[src/rtl/wm_init_dump_ctrl_if.sv]
// Memory-side bus of the init/dump sequencer: Input Memory read port,
// Working Memory read/write ports and Output Memory write port.
interface wm_init_dump_ctrl_if;
    logic [12:0]  IMAR;
    logic [7:0]   IMDR;
    logic [12:0]  WMAR1;
    logic [127:0] WMDR1;
    logic [12:0]  WMWAR;
    logic [127:0] WMWDR;
    logic         WMWE;
    logic [12:0]  OMWAR;
    logic [127:0] OMWDR;
    logic         OMWE;

    modport master (
        output IMAR,
        input  IMDR,
        output WMAR1,
        input  WMDR1,
        output WMWAR,
        output WMWDR,
        output WMWE,
        output OMWAR,
        output OMWDR,
        output OMWE
    );

    modport slave (
        input  IMAR,
        output IMDR,
        input  WMAR1,
        output WMDR1,
        input  WMWAR,
        input  WMWDR,
        input  WMWE,
        input  OMWAR,
        input  OMWDR,
        input  OMWE
    );
endinterface

[src/rtl/wm_init_dump_ctrl.sv]
// Owns the Working/Output Memory write ports outside relaxation: fills every
// distance row with INF (source lane 0) on start_init, copies WM to OM on start_dump.
module wm_init_dump_ctrl #(
    parameter int          NUM_ROWS = 32,
    parameter logic [15:0] INF      = 16'hFFFF
) (
    input  logic                 clock,
    input  logic                 reset,
    input  logic                 start_init,
    input  logic                 start_dump,
    wm_init_dump_ctrl_if.master  mem,
    output logic                 busy,
    output logic                 init_done,
    output logic                 dump_done,
    output logic                 src_err
);

    typedef enum logic [1:0] {
        IDLE,
        FETCH,
        INIT,
        DUMP
    } state_t;

    localparam logic [12:0] LAST_ROW  = 13'(NUM_ROWS - 1);
    localparam logic [9:0]  NUM_NODES = 10'(8 * NUM_ROWS);

    state_t       state_reg;
    logic [12:0]  row_reg;
    logic [7:0]   src_reg;
    logic         src_err_reg;
    logic         init_done_reg;
    logic         dump_done_reg;
    logic         last_row;
    logic         row_hit;
    logic [127:0] init_row;

    assign last_row = (row_reg == LAST_ROW);

    always_ff @(posedge clock) begin
        if (reset) begin
            state_reg     <= IDLE;
            row_reg       <= '0;
            src_reg       <= '0;
            src_err_reg   <= 1'b0;
            init_done_reg <= 1'b0;
            dump_done_reg <= 1'b0;
        end else begin
            init_done_reg <= 1'b0;
            dump_done_reg <= 1'b0;
            case (state_reg)
                IDLE: begin
                    // init has priority; a simultaneous dump request is dropped
                    if (start_init) begin
                        state_reg   <= FETCH;
                        src_err_reg <= 1'b0;
                    end else if (start_dump) begin
                        state_reg   <= DUMP;
                        row_reg     <= '0;
                        src_err_reg <= 1'b0;
                    end
                end
                FETCH: begin
                    src_reg     <= mem.IMDR;
                    src_err_reg <= ({2'b00, mem.IMDR} >= NUM_NODES);
                    row_reg     <= '0;
                    state_reg   <= INIT;
                end
                INIT: begin
                    if (last_row) begin
                        state_reg     <= IDLE;
                        row_reg       <= '0;
                        init_done_reg <= 1'b1;
                    end else begin
                        row_reg <= row_reg + 13'd1;
                    end
                end
                DUMP: begin
                    if (last_row) begin
                        state_reg     <= IDLE;
                        row_reg       <= '0;
                        dump_done_reg <= 1'b1;
                    end else begin
                        row_reg <= row_reg + 13'd1;
                    end
                end
                default: state_reg <= IDLE;
            endcase
        end
    end

    // An out-of-range source leaves every lane at INF.
    assign row_hit = !src_err_reg && (row_reg == {8'd0, src_reg[7:3]});

    for (genvar gi = 0; gi < 8; gi++) begin : g_lane
        assign init_row[16*gi +: 16] = (row_hit && (src_reg[2:0] == 3'(gi))) ? 16'h0000 : INF;
    end

    always_comb begin
        mem.WMAR1 = '0;
        mem.WMWAR = '0;
        mem.WMWDR = '0;
        mem.WMWE  = 1'b0;
        mem.OMWAR = '0;
        mem.OMWDR = '0;
        mem.OMWE  = 1'b0;
        case (state_reg)
            INIT: begin
                mem.WMWE  = 1'b1;
                mem.WMWAR = row_reg;
                mem.WMWDR = init_row;
            end
            DUMP: begin
                mem.WMAR1 = row_reg;
                mem.OMWAR = row_reg;
                mem.OMWDR = mem.WMDR1;
                mem.OMWE  = 1'b1;
            end
            default: ;
        endcase
    end

    assign mem.IMAR  = '0;
    assign busy      = (state_reg != IDLE);
    assign init_done = init_done_reg;
    assign dump_done = dump_done_reg;
    assign src_err   = src_err_reg;

endmodule
[src/flat_wrapper.sv]
// flat-port wrapper written by rule: the top's interface ports become plain ports
module wm_init_dump_ctrl_flat 
#(
    parameter int          NUM_ROWS = 32,
    parameter logic [15:0] INF      = 16'hFFFF
)
  (clock, reset, start_init, start_dump, busy, init_done, dump_done, src_err, mem_IMAR, mem_IMDR, mem_WMAR1, mem_WMDR1, mem_WMWAR, mem_WMWDR, mem_WMWE, mem_OMWAR, mem_OMWDR, mem_OMWE);
  wm_init_dump_ctrl_if mem_i ();
  input  logic clock;
  input  logic reset;
  input  logic start_init;
  input  logic start_dump;
  output logic busy;
  output logic init_done;
  output logic dump_done;
  output logic src_err;
  output wire logic [$bits(mem_i.IMAR)-1:0] mem_IMAR;
  input wire logic [$bits(mem_i.IMDR)-1:0] mem_IMDR;
  output wire logic [$bits(mem_i.WMAR1)-1:0] mem_WMAR1;
  input wire logic [$bits(mem_i.WMDR1)-1:0] mem_WMDR1;
  output wire logic [$bits(mem_i.WMWAR)-1:0] mem_WMWAR;
  output wire logic [$bits(mem_i.WMWDR)-1:0] mem_WMWDR;
  output wire logic [$bits(mem_i.WMWE)-1:0] mem_WMWE;
  output wire logic [$bits(mem_i.OMWAR)-1:0] mem_OMWAR;
  output wire logic [$bits(mem_i.OMWDR)-1:0] mem_OMWDR;
  output wire logic [$bits(mem_i.OMWE)-1:0] mem_OMWE;
  assign mem_IMAR = mem_i.IMAR;
  assign mem_i.IMDR = mem_IMDR;
  assign mem_WMAR1 = mem_i.WMAR1;
  assign mem_i.WMDR1 = mem_WMDR1;
  assign mem_WMWAR = mem_i.WMWAR;
  assign mem_WMWDR = mem_i.WMWDR;
  assign mem_WMWE = mem_i.WMWE;
  assign mem_OMWAR = mem_i.OMWAR;
  assign mem_OMWDR = mem_i.OMWDR;
  assign mem_OMWE = mem_i.OMWE;
  wm_init_dump_ctrl #(.NUM_ROWS(NUM_ROWS), .INF(INF)) u_core (.clock(clock), .reset(reset), .start_init(start_init), .start_dump(start_dump), .mem(mem_i), .busy(busy), .init_done(init_done), .dump_done(dump_done), .src_err(src_err));
endmodule
[config.mk]
export PLATFORM = sky130hd
export DESIGN_NAME = wm_init_dump_ctrl_flat
export DESIGN_NICKNAME = d
export VERILOG_FILES = /design/src/rtl/wm_init_dump_ctrl_if.sv /design/src/rtl/wm_init_dump_ctrl.sv /design/src/flat_wrapper.sv
export SDC_FILE = /design/constraint.sdc
export NUM_CORES = 1
export LEC_CHECK = 0
export BUFFER_PORTS_ARGS = -buffer_cell sky130_fd_sc_hd__buf_2
export CAP_MARGIN = 20
export CELL_PAD_IN_SITES_DETAIL_PLACEMENT = 0
export CELL_PAD_IN_SITES_GLOBAL_PLACEMENT = 1
export CORE_AREA = 2 2 176 178
export DETAILED_ROUTE_END_ITERATION = 12
export DIE_AREA = 0 0 178 180
export GPL_ROUTABILITY_DRIVEN = 0
export PLACE_DENSITY_LB_ADDON = 0.1
export RECOVER_POWER = 25
export SYNTH_ARGS = -nofsm -noshare
export SYNTH_HDL_FRONTEND = slang
export SYNTH_SLANG_ARGS = --single-unit
[constraint.sdc]
create_clock -name clock -period 2.91 [get_ports clock]
set_input_delay 0 -clock clock [delete_from_list [all_inputs] [get_ports clock]]
set_output_delay 0 -clock clock [all_outputs]
set_load 0.05 [all_outputs]
* Word-level counts from Yosys, hierarchy flattened
Index checks and enable logic that the tools add are counted.
** Cells by class
- $add $sub $neg :: 1
- Equality and inequality tests :: 16
- Multiplexer cells :: 26
- Bitwise operators :: 2
- Reduce and logical (&&, ||, !) cells :: 20
** Operators by type and width (number)
- $mux W128 :: 2
- $mux W16 :: 8
- $mux W13 :: 5
- $pmux W13 S3 :: 1
- $add A13 B1 Y13 const B :: 1
- $eq A13 B5 Y1 :: 1
- $eq A13 B5 Y1 const B :: 1
- $eq A3 B3 Y1 const B :: 4
- $logic_and A1 B1 Y1 :: 9
- $eq A3 B2 Y1 const B :: 2
- $mux W2 :: 3
- $pmux W2 S3 :: 1
- $reduce_and A2 Y1 :: 3
- $reduce_or A2 Y1 :: 3
- $mux W1 :: 5
- $eq A2 B2 Y1 const B :: 2
- $ne A2 B2 Y1 const B :: 2
- $reduce_bool A2 Y1 :: 2
- $eq A3 B1 Y1 const B :: 1
- $logic_not A3 Y1 :: 1
- $ne A3 B3 Y1 const B :: 1
- $eq A2 B1 Y1 const B :: 1
- $logic_not A2 Y1 :: 1
- $ne A2 B1 Y1 const B :: 1
- 3 further kinds :: 4
** Storage, ports and cells
- Flip-flop bits (word level) :: 26
- Input port bits :: 140
- Output and inout port bits :: 314
- Logic and storage cells :: 71

* Depth between registers and ports, before layout
- Depth after elaboration :: 5
- Depth in mapped cells :: 7
- Gate-level depth less buffers :: 5

* Least setup slack after synthesis
Ideal clock, no wire load.
- Kind :: flip-flop to output port
- From :: reg u_core.state_reg[0]
- To :: out mem_WMWDR[100]
- Data arrival time :: 2.551 ns
- Data required time :: 2.910 ns
- Slack :: 0.359 ns
- Stages on the path, launching flop included :: 6
- Buffers on the path :: 3
- Cells stage by stage :: dfxtp_1 -> buf_2 -> nand2b_1 -> clkbuf_1 -> a31oi_1 -> buf_4
** Between the ends
- Word-level cells in the longest chain between the ends :: 2
** RTL lines
- start, declared :: line wm_init_dump_ctrl.sv:28 : state_t state_reg;
- start signal, assigned :: line wm_init_dump_ctrl.sv:42 : state_reg <= IDLE;
- start signal, assigned :: line wm_init_dump_ctrl.sv:55 : state_reg <= FETCH;
- start signal, assigned :: line wm_init_dump_ctrl.sv:58 : state_reg <= DUMP;
- $eq A2 B2 Y1 :: line wm_init_dump_ctrl.sv:107 : case (state_reg)
- $mux W128 :: line wm_init_dump_ctrl.sv:107
- end, declared :: line flat_wrapper.sv:22 : output wire logic [$bits(mem_i.WMWDR)-1:0] mem_WMWDR;
Every way passes these cells.

* Worst setup path in the final report
- From :: reg u_core.state_reg[0]
- To :: reg u_core.src_reg[1]
** Between the ends
- Word-level cells in the longest chain between the ends :: 1
** RTL lines
- $eq A2 B1 Y1 :: line wm_init_dump_ctrl.sv:51 : case (state_reg)
- end signal, assigned :: line wm_init_dump_ctrl.sv:64 : src_reg <= mem.IMDR;
- end, declared :: line wm_init_dump_ctrl.sv:30 : logic [7:0] src_reg;
Every way passes these cells.
A chain may end at the register's enable or synchronous reset.

==> results.md <==
* Nets at between 900 and 1000
* Worst flop-to-flop path endpoint: u_core.src_reg[1]$_SDFFE_PP0P_
* HP Class: input pin to flip-flop
* Max Slew Vio Count at 0
* Clk pin slew, worst setup/hold paths at approximately 0.07 ns
* GRT Resource Usage Total at between 10% and 20%
* Drt drc at 0
* Worst skew pair latency at around 0.26 ns
* Status: finished with violations
* Data required, critical path at 3.05 ns
* Largest stage delay, worst path at 0.94 ns
* CP Cell Sequence: clkbuf_2, nor2b_1, clkbuf_1, mux2i_1, nor2_1
* Startpoint Class: flip-flop
* Hold slack at -0.00898 ns
* DRT Pass-1 Iters at 4
* Routed wire length at around 18000 um
* Cell Area, Synth at between 3000 and 4000 um2
* Final hold viol count at 1
* RSZ-0062 raised after global routing: false
* Synth Warn # at 0
* R2R Setup Slk at between 0.4 and 0.5 ns
* Via/cell ratio at 3.56
* Area growth from synthesis to layout at 47.8%
* Detail Placement HPWL at about 15000 um
* H-tree depth at 1
* First-pass GRT wire length at 25800 um
* Dpl cell area at approximately 5000 um2
* CTS tree: built
* I/O pin cnt at 454
* Synth unique cells at 39
* Max-cap violations at 0
* Static leakage at 0.00327 uW
* Power Dens Cells at 467 nW/um2
* Failing checks: negative hold slack
* Multi-input gate area at approximately 1700 um2
* CTS Buffer Depth at 2
* Fin crit period at roughly 2.5 ns
* Dominant synthesized flop cell: dfxtp_1
* Crit path capture type: flip-flop
* Min-Delay Path Depth at 3
* Largest net degree at the start of global routing at 92
* Min-delay src: mem_IMDR[0]
* Setup CP Type: flip-flop to flip-flop
* Worst slew pin tran at between 1 and 1.5 ns
* Number of flip-flops in the largest register at 13
* Register area at between 500 and 600 um2
* Crit-path max FO at between 70 and 80
* DIE AREA at about 32000 um2
* CTS Sinks at 25
* Endpoint, Worst Hold: u_core.src_reg[0]$_SDFFE_PP0P_
* Cell Rows at 64
* Grt ovf at 0
* R2R depth at 5
* Mapped Cells at 482
* Most frequent cells in the layout: 366 x buf_2, 141 x and3_1, 76 x clkbuf_1
* Antenna violations before repair at 2
* Vias at 4169
* VDD IR max at between 0.1 and 0.15 mV
* Max Clock Skew at 0.00451 ns
* Buffers on Ports at between 400 and 500
* DR iter-0 viols at around 140
* Avg Inst Size Synth at a little over 7 um2
* Initial core utilization at 11.4%
* Die Span X at around 180 um
* Critical Path AT at 2.63 ns
* Die Ht at around 180 um
* Vias in the first global route at around 4000
* Synth async-reset ratio at 0%
* Root Driver: clkbuf_16
* Seq/Total Area, Yosys at approximately 15%
* FMAX at about 400 MHz
* Routed WL per cell at 15.5 um
* Reg2reg start: u_core.state_reg[0]$_SDFFE_PP0P_
* Post-synth EDFFs at 0
* Cells resized by post-CTS repair at 0
* Total CTS buffers at 3
* Setup tns final at 0 ns
* Post-route cell area at about 5100 um2
* Leading cell type in the layout, fill and taps excluded: buf_2
* Total core area at around 30000 um2
* Antenna Nets Post-Route at 0
* Count of final setup violators at 0
* Period Utilization, post-route at between 80 and 90%
* Post-synthesis sequential element count at 25
* Slowest-stage cell, CP: clkbuf_2
* # fillers at between 3000 and 4000
* Share of cells above drive strength 1 at 51.0%
* Slew headroom at between 10% and 20%
-- stage by stage --
step	total power [uW]	utilization [%]	instances	hold slack, ns	setup slack (ns)
after CTS	2430	17.2	1169	0.00492	0.325
after detailed placement	2090	16.7	1158	0.240	0.618
after global placement	2110	16.7	1157	0.246	0.579
after floorplan	1930	-	495	0.0691	0.359
final	2380	16.9	1171	-0.00898	0.419
after global routing	2510	16.9	1171	0.0272	0.133
-- report_power, final --
group          leakage, uW  internal, uW  total [uW]  switching, uW
clock            0.0000382           188         324            136
combinational      0.00303           331        1680           1350
sequential        0.000203           355         371           16.6
-- what timing repair did --
action | in CTS | in global routing
hold buffers | 7 | 0
endpoints found under the hold margin | 7 | 0
buffers inserted | 0 | 0
-- routing by layer --
metal | routed length [um] | up-vias | GRT usage (%)
met3 | 1410 | 8 | 1.82
met4 | 201 | 0 | 2.07
met5 | 0 | - | 0
li1 | - | 2052 | -
met1 | 6490 | 1841 | 11.0
met2 | 10000 | 268 | 21.4
-- worst max-delay path, delay by kind of cell (launching register included) --
family / cells / cell delay, ns
multiplexers: 1 / 0.25
AND/OR/NAND/NOR: 2 / 0.27
flip-flops: 1 / 0.37
buffers and inverters: 2 / 1.46
-- Yosys cell counts (all sizes together) (3+ instances only) --
cell | number | area share, %
nor2b | 4 | 0.73
or3 | 6 | 1.1
nor4 | 4 | 1.5
and3 | 142 | 26
nand2 | 5 | 0.62
buf | 153 | 33
inv | 5 | 0.54
dfxtp | 25 | 15
xnor2 | 7 | 1.8
a21oi | 14 | 2.2
clkbuf | 36 | 4.0
mux2i | 7 | 2.0
xor2 | 4 | 1.0
nor2 | 21 | 2.4
nand3 | 6 | 0.87
o21ai | 8 | 1.2
a31oi | 3 | 0.54
and2 | 13 | 2.4
-- final cells by class --
type                       count  area share [%]
sequential                    25            9.89
clock buffer                   4            1.55
tap                          396            9.72
timing repair buffer         463            44.9
antenna                        2          0.0982
inverter                       5           0.368
multi-input combinational    276            33.4
-- how the worst max path moves through the flow --
stage                                           to  cells past startpoint                              from  slack (ns)
floorplan                           mem_WMWDR[100]                      5  u_core.state_reg[0]$_SDFFE_PP0P_        0.36
global placement                    mem_WMWDR[118]                      5    u_core.row_reg[8]$_SDFFE_PP0P_        0.58
detailed placement                  mem_WMWDR[115]                      6    u_core.row_reg[8]$_SDFFE_PP0P_        0.62
CTS                                 mem_WMWDR[115]                      6    u_core.row_reg[8]$_SDFFE_PP0P_        0.33
global route        u_core.src_reg[6]$_SDFFE_PP0P_                      5  u_core.state_reg[0]$_SDFFE_PP0P_        0.13
finish              u_core.src_reg[1]$_SDFFE_PP0P_                      5  u_core.state_reg[0]$_SDFFE_PP0P_        0.42
-- cells by family after synthesis --
| group | after synthesis | synth area share, % |
|---|---|---|
| buffers and inverters | 194 | 37.4 |
| muxes | 7 | 2.03 |
| xor gates and xnor gates | 11 | 2.79 |
| and+or+nand+nor | 210 | 36.9 |
| adders and majority gates | 1 | 0.363 |
| other | 1 | 0.109 |
| AOI/OAI and AO/OA | 33 | 5.84 |
| DFF | 25 | 14.5 |
Note: power is estimated with default switching activity, not from simulation.
